`src/rtl/gnr_pkg.sv`:
```
// Shared constants, sizing helper and config word type for the GNR node fabric.
// No logic; imported by every node file.
package gnr_pkg;

   localparam int GNR_MAX_IN = 6;

   // Widest truth table any node can hold; narrower nodes use the low bits.
   typedef logic [(1 << GNR_MAX_IN)-1:0] gnr_cfg_t;

   // Bits needed to count 0..n-1, never less than one.
   function automatic int clog2_min1(input int n);
      int r;
      r = 0;
      for (int i = 0; i < 31; i++) begin
         if ((1 << i) < n) r = i + 1;
      end
      return (r < 1) ? 1 : r;
   endfunction

endpackage

```
`src/rtl/gnr_lut_eval.sv`:
```
// Truth-table lookup: selects lut[idx] for one trajectory's regulator vector.
// Latency: combinational. Backpressure: none.
module gnr_lut_eval
   import gnr_pkg::*;
#(
   parameter int NUM_IN = 4
) (
   input  logic [(1 << NUM_IN)-1:0] lut,
   input  logic [NUM_IN-1:0]        idx,
   output logic                     out_bit
);

   assign out_bit = lut[idx];

endmodule

```
`src/rtl/gnr_node_lut.sv`:
```
// Boolean-network node: slow/fast trajectories stepped through a loadable LUT, with eq flag and flip counter.
// Latency: one clk from start_* to s0/s1/eq/flip_cnt. Backpressure: none, every start is consumed.
module gnr_node_lut
   import gnr_pkg::*;
#(
   parameter int NUM_IN   = 4,
   parameter int SLOW_DIV = 2,
   parameter int CNT_W    = 16
) (
   input  logic                     clk,
   input  logic                     rst_n,
   input  logic                     cfg_we,
   input  logic [(1 << NUM_IN)-1:0] cfg_lut,
   input  logic                     reset_nos,
   input  logic                     init_state,
   input  logic                     start_s0,
   input  logic                     start_s1,
   input  logic [NUM_IN-1:0]        in_s0,
   input  logic [NUM_IN-1:0]        in_s1,
   output logic                     s0,
   output logic                     s1,
   output logic                     apc_s0,
   output logic                     apc_s1,
   output logic                     eq,
   output logic [CNT_W-1:0]         flip_cnt
);

   localparam int LUT_W = 1 << NUM_IN;
   localparam int PH_W  = clog2_min1(SLOW_DIV);
   localparam logic [PH_W-1:0]  PH_LAST  = PH_W'(SLOW_DIV - 1);
   localparam logic [CNT_W-1:0] CNT_MAX  = {CNT_W{1'b1}};

   logic [LUT_W-1:0] lut_q, lut_d;
   logic [PH_W-1:0]  phase_q, phase_d;
   logic             s0_q, s0_d;
   logic             s1_q, s1_d;
   logic             eq_q, eq_d;
   logic [CNT_W-1:0] flip_cnt_q, flip_cnt_d;
   logic             nxt_s0, nxt_s1;

   // Both lookups read the registered table, so a same-edge cfg_we never affects a step.
   gnr_lut_eval #(.NUM_IN(NUM_IN)) u_eval_s0 (
      .lut     (lut_q),
      .idx     (in_s0),
      .out_bit (nxt_s0)
   );

   gnr_lut_eval #(.NUM_IN(NUM_IN)) u_eval_s1 (
      .lut     (lut_q),
      .idx     (in_s1),
      .out_bit (nxt_s1)
   );

   always_comb begin
      lut_d      = lut_q;
      phase_d    = phase_q;
      s0_d       = s0_q;
      s1_d       = s1_q;
      eq_d       = eq_q;
      flip_cnt_d = flip_cnt_q;

      if (cfg_we) lut_d = cfg_lut;

      if (reset_nos) begin
         // Phase parked on its last value so the first start after re-init updates s0.
         s0_d       = init_state;
         s1_d       = init_state;
         phase_d    = PH_LAST;
         eq_d       = 1'b1;
         flip_cnt_d = '0;
      end else begin
         if (start_s0) begin
            if (phase_q == PH_LAST) begin
               s0_d    = nxt_s0;
               phase_d = '0;
            end else begin
               phase_d = phase_q + PH_W'(1);
            end
         end
         if (start_s1) begin
            s1_d = nxt_s1;
            if ((nxt_s1 != s1_q) && (flip_cnt_q != CNT_MAX)) begin
               flip_cnt_d = flip_cnt_q + CNT_W'(1);
            end
         end
         if (start_s0 || start_s1) eq_d = (s0_d == s1_d);
      end
   end

   always_ff @(posedge clk or negedge rst_n) begin
      if (!rst_n) begin
         lut_q      <= '0;
         phase_q    <= '0;
         s0_q       <= 1'b0;
         s1_q       <= 1'b0;
         eq_q       <= 1'b1;
         flip_cnt_q <= '0;
      end else begin
         lut_q      <= lut_d;
         phase_q    <= phase_d;
         s0_q       <= s0_d;
         s1_q       <= s1_d;
         eq_q       <= eq_d;
         flip_cnt_q <= flip_cnt_d;
      end
   end

   assign s0       = s0_q;
   assign s1       = s1_q;
   assign apc_s0   = s0_q;
   assign apc_s1   = s1_q;
   assign eq       = eq_q;
   assign flip_cnt = flip_cnt_q;

endmodule

```
`config.mk`:
```
export PLATFORM = sky130hd
export DESIGN_NAME = gnr_node_lut
export DESIGN_NICKNAME = d
export VERILOG_FILES = /design/src/rtl/gnr_pkg.sv /design/src/rtl/gnr_lut_eval.sv /design/src/rtl/gnr_node_lut.sv
export SDC_FILE = /design/constraint.sdc
export NUM_CORES = 1
export LEC_CHECK = 0
export BUFFER_PORTS_ARGS = -buffer_cell sky130_fd_sc_hd__buf_2
export CAP_MARGIN = 20
export CORE_MARGIN = 2
export CORE_UTILIZATION = 45
export DETAILED_ROUTE_END_ITERATION = 10
export HOLD_SLACK_MARGIN = 0.02
export PLACE_DENSITY = 0.77
export SETUP_SLACK_MARGIN = 0.2
export SYNTH_ARGS = -nofsm -noshare
export SYNTH_HDL_FRONTEND = slang
export SYNTH_SLANG_ARGS = --single-unit
```
`constraint.sdc`:
```
create_clock -name clk -period 2.53 [get_ports clk]
set_input_delay 0.253 -clock clk [delete_from_list [all_inputs] [get_ports clk]]
set_output_delay 0.253 -clock clk [all_outputs]
set_load 0.005 [all_outputs]
```
After elaboration in Yosys (flattened, before gate mapping)
Cells that the tools add are included.

Divide/modulo/power cells: 0. Add/subtract/negate cells: 2. Multiply operators: 0. Equality and inequality tests: 3. Order comparisons: 2. Bitwise gates (word level): 0. Reductions and logical operators: 7. Multiplexer cells: 19. Shift-type cells: 0.

Operators by type and width (number): 16-bit two-way mux (3); 16-bit by 1-bit adder with 16-bit output (second input constant) (1); 16-bit inequality test (second input constant) (1); 1-bit two-way mux (14); 4-bit by 5-bit less-than comparator with 1-bit output (second input constant) (2); 1-bit binary-select mux with 4-bit select (2); 2-bit nonzero test (4); 2-bit AND reduction (1); 1-bit adder (second input constant) (1); 1-bit == test (1); 1-bit logical AND (1); 1-bit logical OR (1); 1-bit inequality test (1).

Memories: 0. Memory bits (writable): 0. Flip-flop bits (word level): 36. ROM bits: 0. Word-level logic and storage cells: 39. Bits in latches: 0. Output and inout port bits: 21.

Logic depth before layout (Yosys ltp)
Gate-level depths: netlist of the first run.

Word-level depth: 8. Depth in mapped cells: 8. Mapped depth without buffers: 6.

Modules after synthesis
Synthesis of the first run repeated with hierarchy kept, for this count alone.

Cells, all modules: 178. Area, all modules: 2098.3 um2.

Modules (own cells, without submodules): gnr_node_lut (area each 1828.0 um2, instances 1, cells an instance 164); gnr_lut_eval (area each 135.1 um2, instances 2, cells an instance 7).

Least setup slack after synthesis of the first run
No wires, ideal clock.

Path type: register to register. From: register lut_q[7]. To: register flip_cnt_q[12] (netlist: flip_cnt[12]). Arrival time: 2.317 ns. Setup slack: 0.088 ns. Buffers on the path: 1. Cell stages (with the launch flop): 7. Data required time: 2.405 ns. Clock period less this slack: 2.442 ns. Cell sequence: dfrtp_1 -> mux4_1 -> mux4_2 -> xnor2_4 -> buf_6 -> nor4_2 -> mux2_4.

Word-level cells in the longest chain between the ends: 6.

Ends and longest elaborated chain: start: declaration (RTL line gnr_node_lut.sv:33) `logic [LUT_W-1:0] lut_q, lut_d;`; start signal: assignment (RTL line gnr_node_lut.sv:99) `lut_q <= lut_d;`; 1-bit binary-select mux with 4-bit select (RTL line gnr_lut_eval.sv:13) `assign out_bit = lut[idx];`; 1-bit two-way mux (implied by the code) (RTL line gnr_lut_eval.sv:13); 1-bit inequality test (RTL line gnr_node_lut.sv:82) `if ((nxt_s1 != s1_q) && (flip_cnt_q != CNT_MAX)) begin`; 1-bit logical AND (RTL line gnr_node_lut.sv:82); 2-bit nonzero test (no source line); 2-bit AND reduction (no source line); end signal: assignment (RTL line gnr_node_lut.sv:104) `flip_cnt_q <= flip_cnt_d;`; end: declaration (RTL line gnr_node_lut.sv:38) `logic [CNT_W-1:0] flip_cnt_q, flip_cnt_d;`.

Every way passes these cells. The select of a mux whose other input is x is not followed. A chain may end at the register's enable or synchronous reset.

Final worst setup path of the first run
From: register lut_q[3]. To: register flip_cnt_q[9] (netlist: flip_cnt[9]).

Same word-level chain as after synthesis.

==> results.sh, run 1 <==
export IMPL_clk_latency_ns=0.29
export IMPL_syn_nets=205
export IMPL_rows=24
export IMPL_tightest_slew_ns=0.7957
export IMPL_grt_total_usage=0.2068
export IMPL_gp_congestion=0.8116
export IMPL_via_per_inst=5.887
export IMPL_p_leak_nw=1.176
export IMPL_drc=0
export IMPL_dieArea_um2=5245
export IMPL_drt_pass1_iterations=4
export IMPL_timing_rr_end="flip_cnt[9]$_DFFE_PN0P_"
export IMPL_overflow=0
export IMPL_fin_crit_ns=2.523
export IMPL_crit_type="reg2reg"
export IMPL_grt_max_degree=37
export IMPL_period_share=0.9973
export IMPL_r2r_cells=6
export IMPL_core_area_um2=4444
export IMPL_num_antenna_cells=0
export IMPL_synth_edf_count=0
export IMPL_endpoint_kind="flop"
export IMPL_port_buffers=51
export IMPL_powerDensity_nw_per_um2=558.6
export IMPL_syn_to_final_growth_pct=30.46
export IMPL_ir_worst_vdd_v=0.0003824
export IMPL_fillers=351
export IMPL_syn_inst=173
export IMPL_max_cap_violations=0
export IMPL_timing_setup_tns_ns=0
export IMPL_initial_core_util=0.4741
export IMPL_yosysWarnings=0
export IMPL_drive_gt1_frac=0.5900
export IMPL_final_cell_mix="51 x buf_2, 35 x dfrtp_1, 19 x mux2_2, 11 x nand3_1, 10 x a21oi_2"
export IMPL_rsz0062_at_grt="true"
export IMPL_fin_nets=270
export IMPL_clk_pin_slew_ns=0.07
export IMPL_fp_dieH_um=72.43
export IMPL_yosysSeqAreaShare=0.4281
export IMPL_grt_antenna_before_repair=0
export IMPL_slew_violations=0
export IMPL_htreeDepth=2
export IMPL_grt_pass1_wl_um=8224
export IMPL_netlist_area_um2=2107
export IMPL_netlist_area_leader_share=0.4157
export IMPL_crit_path_start="lut_q[3]$_DFFE_PN0P_"
export IMPL_clock_sinks=36
export IMPL_synthArstFlopShare=1.000
export IMPL_rr_startpoint="lut_q[3]$_DFFE_PN0P_"
export IMPL_r2r_setup_slack_ns=0.007
export IMPL_vias=1713
export IMPL_post_route_worst_setup_slack_ns=0.006796
export IMPL_ant_nets=0
export IMPL_cp_required_ns=2.74
export IMPL_ys_flop_type="dfrtp_1"
export IMPL_synth_seq_cells=36
export IMPL_cts_tree="built"
export IMPL_syn_mean_instance_area_um2=12.18
export IMPL_post_place_ws_ns=-0.09293
export IMPL_grt_pass1_vias=1791
export IMPL_ys_types=45
export IMPL_max_freq_mhz=396.3
export IMPL_drtIter0Drc=92
export IMPL_hold_viol_final=0
export IMPL_clk_path_buf_depth=2
export IMPL_fin_worst_skew_ns=0.002243
export IMPL_wl_per_cell_um=17.57
export IMPL_die_x_um=72.43
export IMPL_finalPower_mw=1.536
export IMPL_ctsRootBufferMaster="clkbuf_8"
export IMPL_setup_violations=0
export IMPL_routed_wl_um=5112
export IMPL_synth_area_leaders="dfrtp_1 42%, mux2_2 10%, mux4_2 5.3%"
export IMPL_synth_largest_area_cell="dfrtp_1"
export IMPL_run_status="finished clean"
export IMPL_cts_made_buffers=5
export IMPL_final_common_cell="buf_2"
export IMPL_worstPathMaxFanout=5
export IMPL_hp_class="in2async"
export IMPL_crit_arrival_ns=2.74
export IMPL_slew_headroom=0.4696
export IMPL_dpl_hpwl_um=3543
export IMPL_setup_worst_path_start_class="flop"
export IMPL_io_pins=52
## Yosys cell counts (all sizes together), types with 2 or more instances
| library cell | instances |
|---|---|
| dfrtp | 35 |
| mux2 | 22 |
| a21oi | 13 |
| nand3 | 11 |
| o31ai | 10 |
| mux4 | 9 |
| or4 | 9 |
| nor2 | 8 |
| buf | 7 |
| nand2 | 5 |
| nand4 | 5 |
| clkbuf | 4 |
| and4 | 3 |
| inv | 3 |
| nor2b | 3 |
| a31o | 2 |
| and2 | 2 |
| and3 | 2 |
| mux2i | 2 |
| nor4 | 2 |
| o21ai | 2 |
| xnor2 | 2 |
## metal layers
layer | part of all wire | up-vias | global-route usage
met2 | 0.49 | 59 | 0.3384
met1 | 0.43 | 836 | 0.2520
met3 | 0.046 | 19 | 0.05278
met5 | 0 | - | 0
met4 | 0.035 | 0 | 0.1091
li1 | - | 799 | -
## where the power goes
part / leakage (nW) / switching [mW] / internal [mW]
clock network: 0.0510 / 0.211 / 0.217
registers: 0.454 / 0.0421 / 0.615
logic: 0.672 / 0.199 / 0.250
total: 1.18 / 0.452 / 1.08
## worst max-delay path, stage by stage, from the launching register on
cell and delay (ns):
dfrtp_1 0.41, mux4_2 0.47, mux4_2 0.62, xnor2_4 0.23, buf_4 0.18, or4_1 0.39
a21oi_1 0.14
## cell type report
class / instances / area (um2) / share of cell area
multi-input combinational: 124 / 1256 / 0.4570
clock buffer: 6 / 82.58 / 0.03004
tap: 52 / 65.06 / 0.02367
inverter: 3 / 11.26 / 0.004096
timing repair buffer: 68 / 421.7 / 0.1534
clock inverter: 2 / 10.01 / 0.003641
sequential: 36 / 902.1 / 0.3282
## registers in the layout, indices dropped and copies added (netlist names)
register,count
flip_cnt,16
lut_q,16
apc_s1,1
eq,1
phase_q,1
apc_s0,1
## worst max path at each step
stage / end / cells past startpoint
6_report: flip_cnt[9]$_DFFE_PN0P_ / 6
5_1_grt: flip_cnt[14]$_DFFE_PN0P_ / 6
4_1_cts: flip_cnt[14]$_DFFE_PN0P_ / 6
3_5_place_dp: flip_cnt[3]$_DFFE_PN0P_ / 6
3_3_place_gp: flip_cnt[7]$_DFFE_PN0P_ / 6
2_1_floorplan: flip_cnt[12]$_DFFE_PN0P_ / 6
## stage by stage
step	std cells	utilization	hold WS (ns)	instance area, um2
final	291	0.6185	0.03858	2749
after global routing	291	0.6185	0.09683	2749
after CTS	289	0.6005	0.07499	2669
after detailed placement	275	0.5476	0.3925	2434
after global placement	275	0.5476	0.3886	2434
after floorplan	173	-	-0.04259	2110
## logic make-up after synthesis
group / share of synthesized area
AOI/OAI and AO/OA: 0.09799
xor gates and xnor gates: 0.02138
adders and majority gates: 0.005937
buffers and inverters: 0.04750
DFF: 0.4281
muxes: 0.2357
and+or+nand+nor: 0.1633
## what timing repair did
item,CTS,global route
setup endpoints to repair,15,17
hold buffers,0,0
setup buffers,5,2
pin swaps,12,10
gates cloned,1,0
resized for setup,21,14
(Power assumes the default switching activity.)
==> run 2: changes to the inputs <==
SETUP_SLACK_MARGIN = default   (was 0.2)
==> results.sh, run 2 (synthesis results as in run 1) <==
export IMPL_slowest_delay_ns=0.59
export IMPL_ir_worst_vdd_v=0.0004123
export IMPL_max_freq_mhz=393.4
export IMPL_crit_arrival_ns=2.73
export IMPL_period_share=1.005
export IMPL_post_route_worst_setup_slack_ns=-0.01221
export IMPL_final_cell_mix="51 x buf_2, 35 x dfrtp_1, 24 x buf_4, 19 x mux2_2, 11 x nand3_1"
export IMPL_p_leak_nw=1.221
export IMPL_r2r_cells=5
export IMPL_crit_type="reg2reg"
export IMPL_core_area_um2=4444
export IMPL_endpoint="flip_cnt[15]$_DFFE_PN0P_"
export IMPL_overflow=0
export IMPL_slowest_stage="mux4_2"
export IMPL_cp_required_ns=2.71
export IMPL_internal_power_mw=1.194
export IMPL_seqPwrFrac=0.402
export IMPL_tightest_slew_ns=0.8094
export IMPL_drc=0
export IMPL_final_common_cell="buf_2"
export IMPL_clk_pin_slew_ns=0.07
export IMPL_rows=24
export IMPL_powerDensity_nw_per_um2=588.7
export IMPL_drive_gt1_frac=0.5680
export IMPL_setup_violations=1
export IMPL_worstPathMaxFanout=7
export IMPL_timing_rr_end="flip_cnt[15]$_DFFE_PN0P_"
export IMPL_num_antenna_cells=0
export IMPL_drtIter0Drc=130
export IMPL_setup_worst_path_start_class="flop"
export IMPL_wl_per_cell_um=16.90
export IMPL_clock_sinks=36
export IMPL_endpoint_kind="flop"
export IMPL_hp_class="in2async"
export IMPL_cp_common_cell="mux4_2"
export IMPL_dpl_hpwl_um=3564
export IMPL_grt_pass1_vias=1741
export IMPL_crit_path_start="lut_q[15]$_DFFE_PN0P_"
export IMPL_rsz0062_at_grt="true"
export IMPL_grt_antenna_before_repair=0
export IMPL_die_x_um=72.43
export IMPL_path_delay_family="multiplexers"
export IMPL_hold_viol_final=0
export IMPL_hold_ws_ns=0.04157
export IMPL_final_util=0.6199
export IMPL_worst_path_stages=5
export IMPL_ctsRootBufferMaster="clkbuf_8"
export IMPL_port_buffers=51
export IMPL_gp_congestion=0.8397
export IMPL_htreeDepth=2
export IMPL_routed_wl_um=5103
export IMPL_fillers=367
export IMPL_cts_made_buffers=5
export IMPL_violations="setup timing"
export IMPL_placed_area_um2=2499
export IMPL_finalInstanceArea_um2=2755
export IMPL_switching_share=0.2638
export IMPL_ant_nets=0
export IMPL_slew_headroom=0.4604
export IMPL_grt_max_degree=37
export IMPL_rr_startpoint="lut_q[15]$_DFFE_PN0P_"
export IMPL_syn_to_final_growth_pct=30.76
export IMPL_power_switching_mw=0.4278
export IMPL_grt_total_usage=0.2087
export IMPL_vias=1754
export IMPL_cp_buffers_inverters=0
export IMPL_max_cap_violations=0
export IMPL_clk_latency_ns=0.30
export IMPL_drt_pass1_iterations=4
export IMPL_fin_worst_skew_ns=0.003523
export IMPL_slew_violations=0
export IMPL_pwr_share_clk=0.349
export IMPL_pwr_share_comb=0.250
export IMPL_path_cells="mux4_2 > mux4_2 > xnor2_2 > nor4_2 > mux2_4"
export IMPL_grt_pass1_wl_um=8259
export IMPL_dieArea_um2=5245
export IMPL_fp_dieH_um=72.43
export IMPL_via_per_inst=5.808
export IMPL_fin_nets=281
export IMPL_clk_path_buf_depth=2
export IMPL_initial_core_util=0.4741
export IMPL_cts_tree="built"
export IMPL_io_pins=52
export IMPL_r2r_setup_slack_ns=-0.01
export IMPL_fin_crit_ns=2.542
export IMPL_run_status="complete, but fails checks"
[run 2: cell type report]
| cell class | count | area, um2 | share of cell area |
|---|---|---|---|
| clock inverters | 1 | 30.03 | 0.01090 |
| repair buffers | 79 | 489.2 | 0.1776 |
| well taps | 52 | 65.06 | 0.02361 |
| flip-flops and latches | 36 | 902.1 | 0.3274 |
| clock buffers | 7 | 96.34 | 0.03497 |
| multi-input cells | 124 | 1161 | 0.4214 |
| inverters | 3 | 11.26 | 0.004087 |
[run 2: through the flow]
step | worst slack (ns) | power (mW) | TNS (ns) | instances
2_1_floorplan | 0.08774 | 0.8713 | 0 | 173
3_3_place_gp | -0.09163 | 0.9865 | -0.5684 | 284
3_5_place_dp | -0.1707 | 0.9980 | -1.246 | 284
4_1_cts | -0.04355 | 1.595 | -0.1535 | 297
5_1_grt | -0.09872 | 1.694 | -0.3499 | 302
6_report | -0.01221 | 1.622 | -0.01221 | 302
[run 2: how the worst min path moves through the flow]
stage	to	slack [ns]	depth (start not counted)
finish	flip_cnt[6]$_DFFE_PN0P_	0.04	1
global route	flip_cnt[2]$_DFFE_PN0P_	0.11	1
CTS	flip_cnt[6]$_DFFE_PN0P_	0.07	1
detailed placement	flip_cnt[6]$_DFFE_PN0P_	0.39	1
global placement	flip_cnt[7]$_DFFE_PN0P_	0.38	1
floorplan	apc_s0$_DFF_PN0_	-0.04	0
[run 2: what timing repair did]
item                       CTS  global route
gates cloned                 1             0
setup buffers                4             5
pin swaps                    8             7
resized for setup            5            15
setup endpoints to repair   10            11
hold buffers                 0             0
[run 2: power groups by stage]
stage          sequential, mW  clock [mW]  combinational [mW]
2_1_floorplan           0.653           0               0.218
3_3_place_gp            0.660           0               0.326
3_5_place_dp            0.661           0               0.337
4_1_cts                 0.650       0.574               0.371
5_1_grt                 0.656       0.599               0.439
6_report                0.651       0.565               0.405
[run 2: metal layers]
metal | part of all wire | up-vias | global-route usage | wire, um
met1 | 0.41 | 859 | 0.2502 | 2107
met3 | 0.059 | 12 | 0.05278 | 300
li1 | - | 822 | - | -
met2 | 0.50 | 61 | 0.3476 | 2558
met4 | 0.027 | 0 | 0.1070 | 136
met5 | 0 | - | 0 | 0
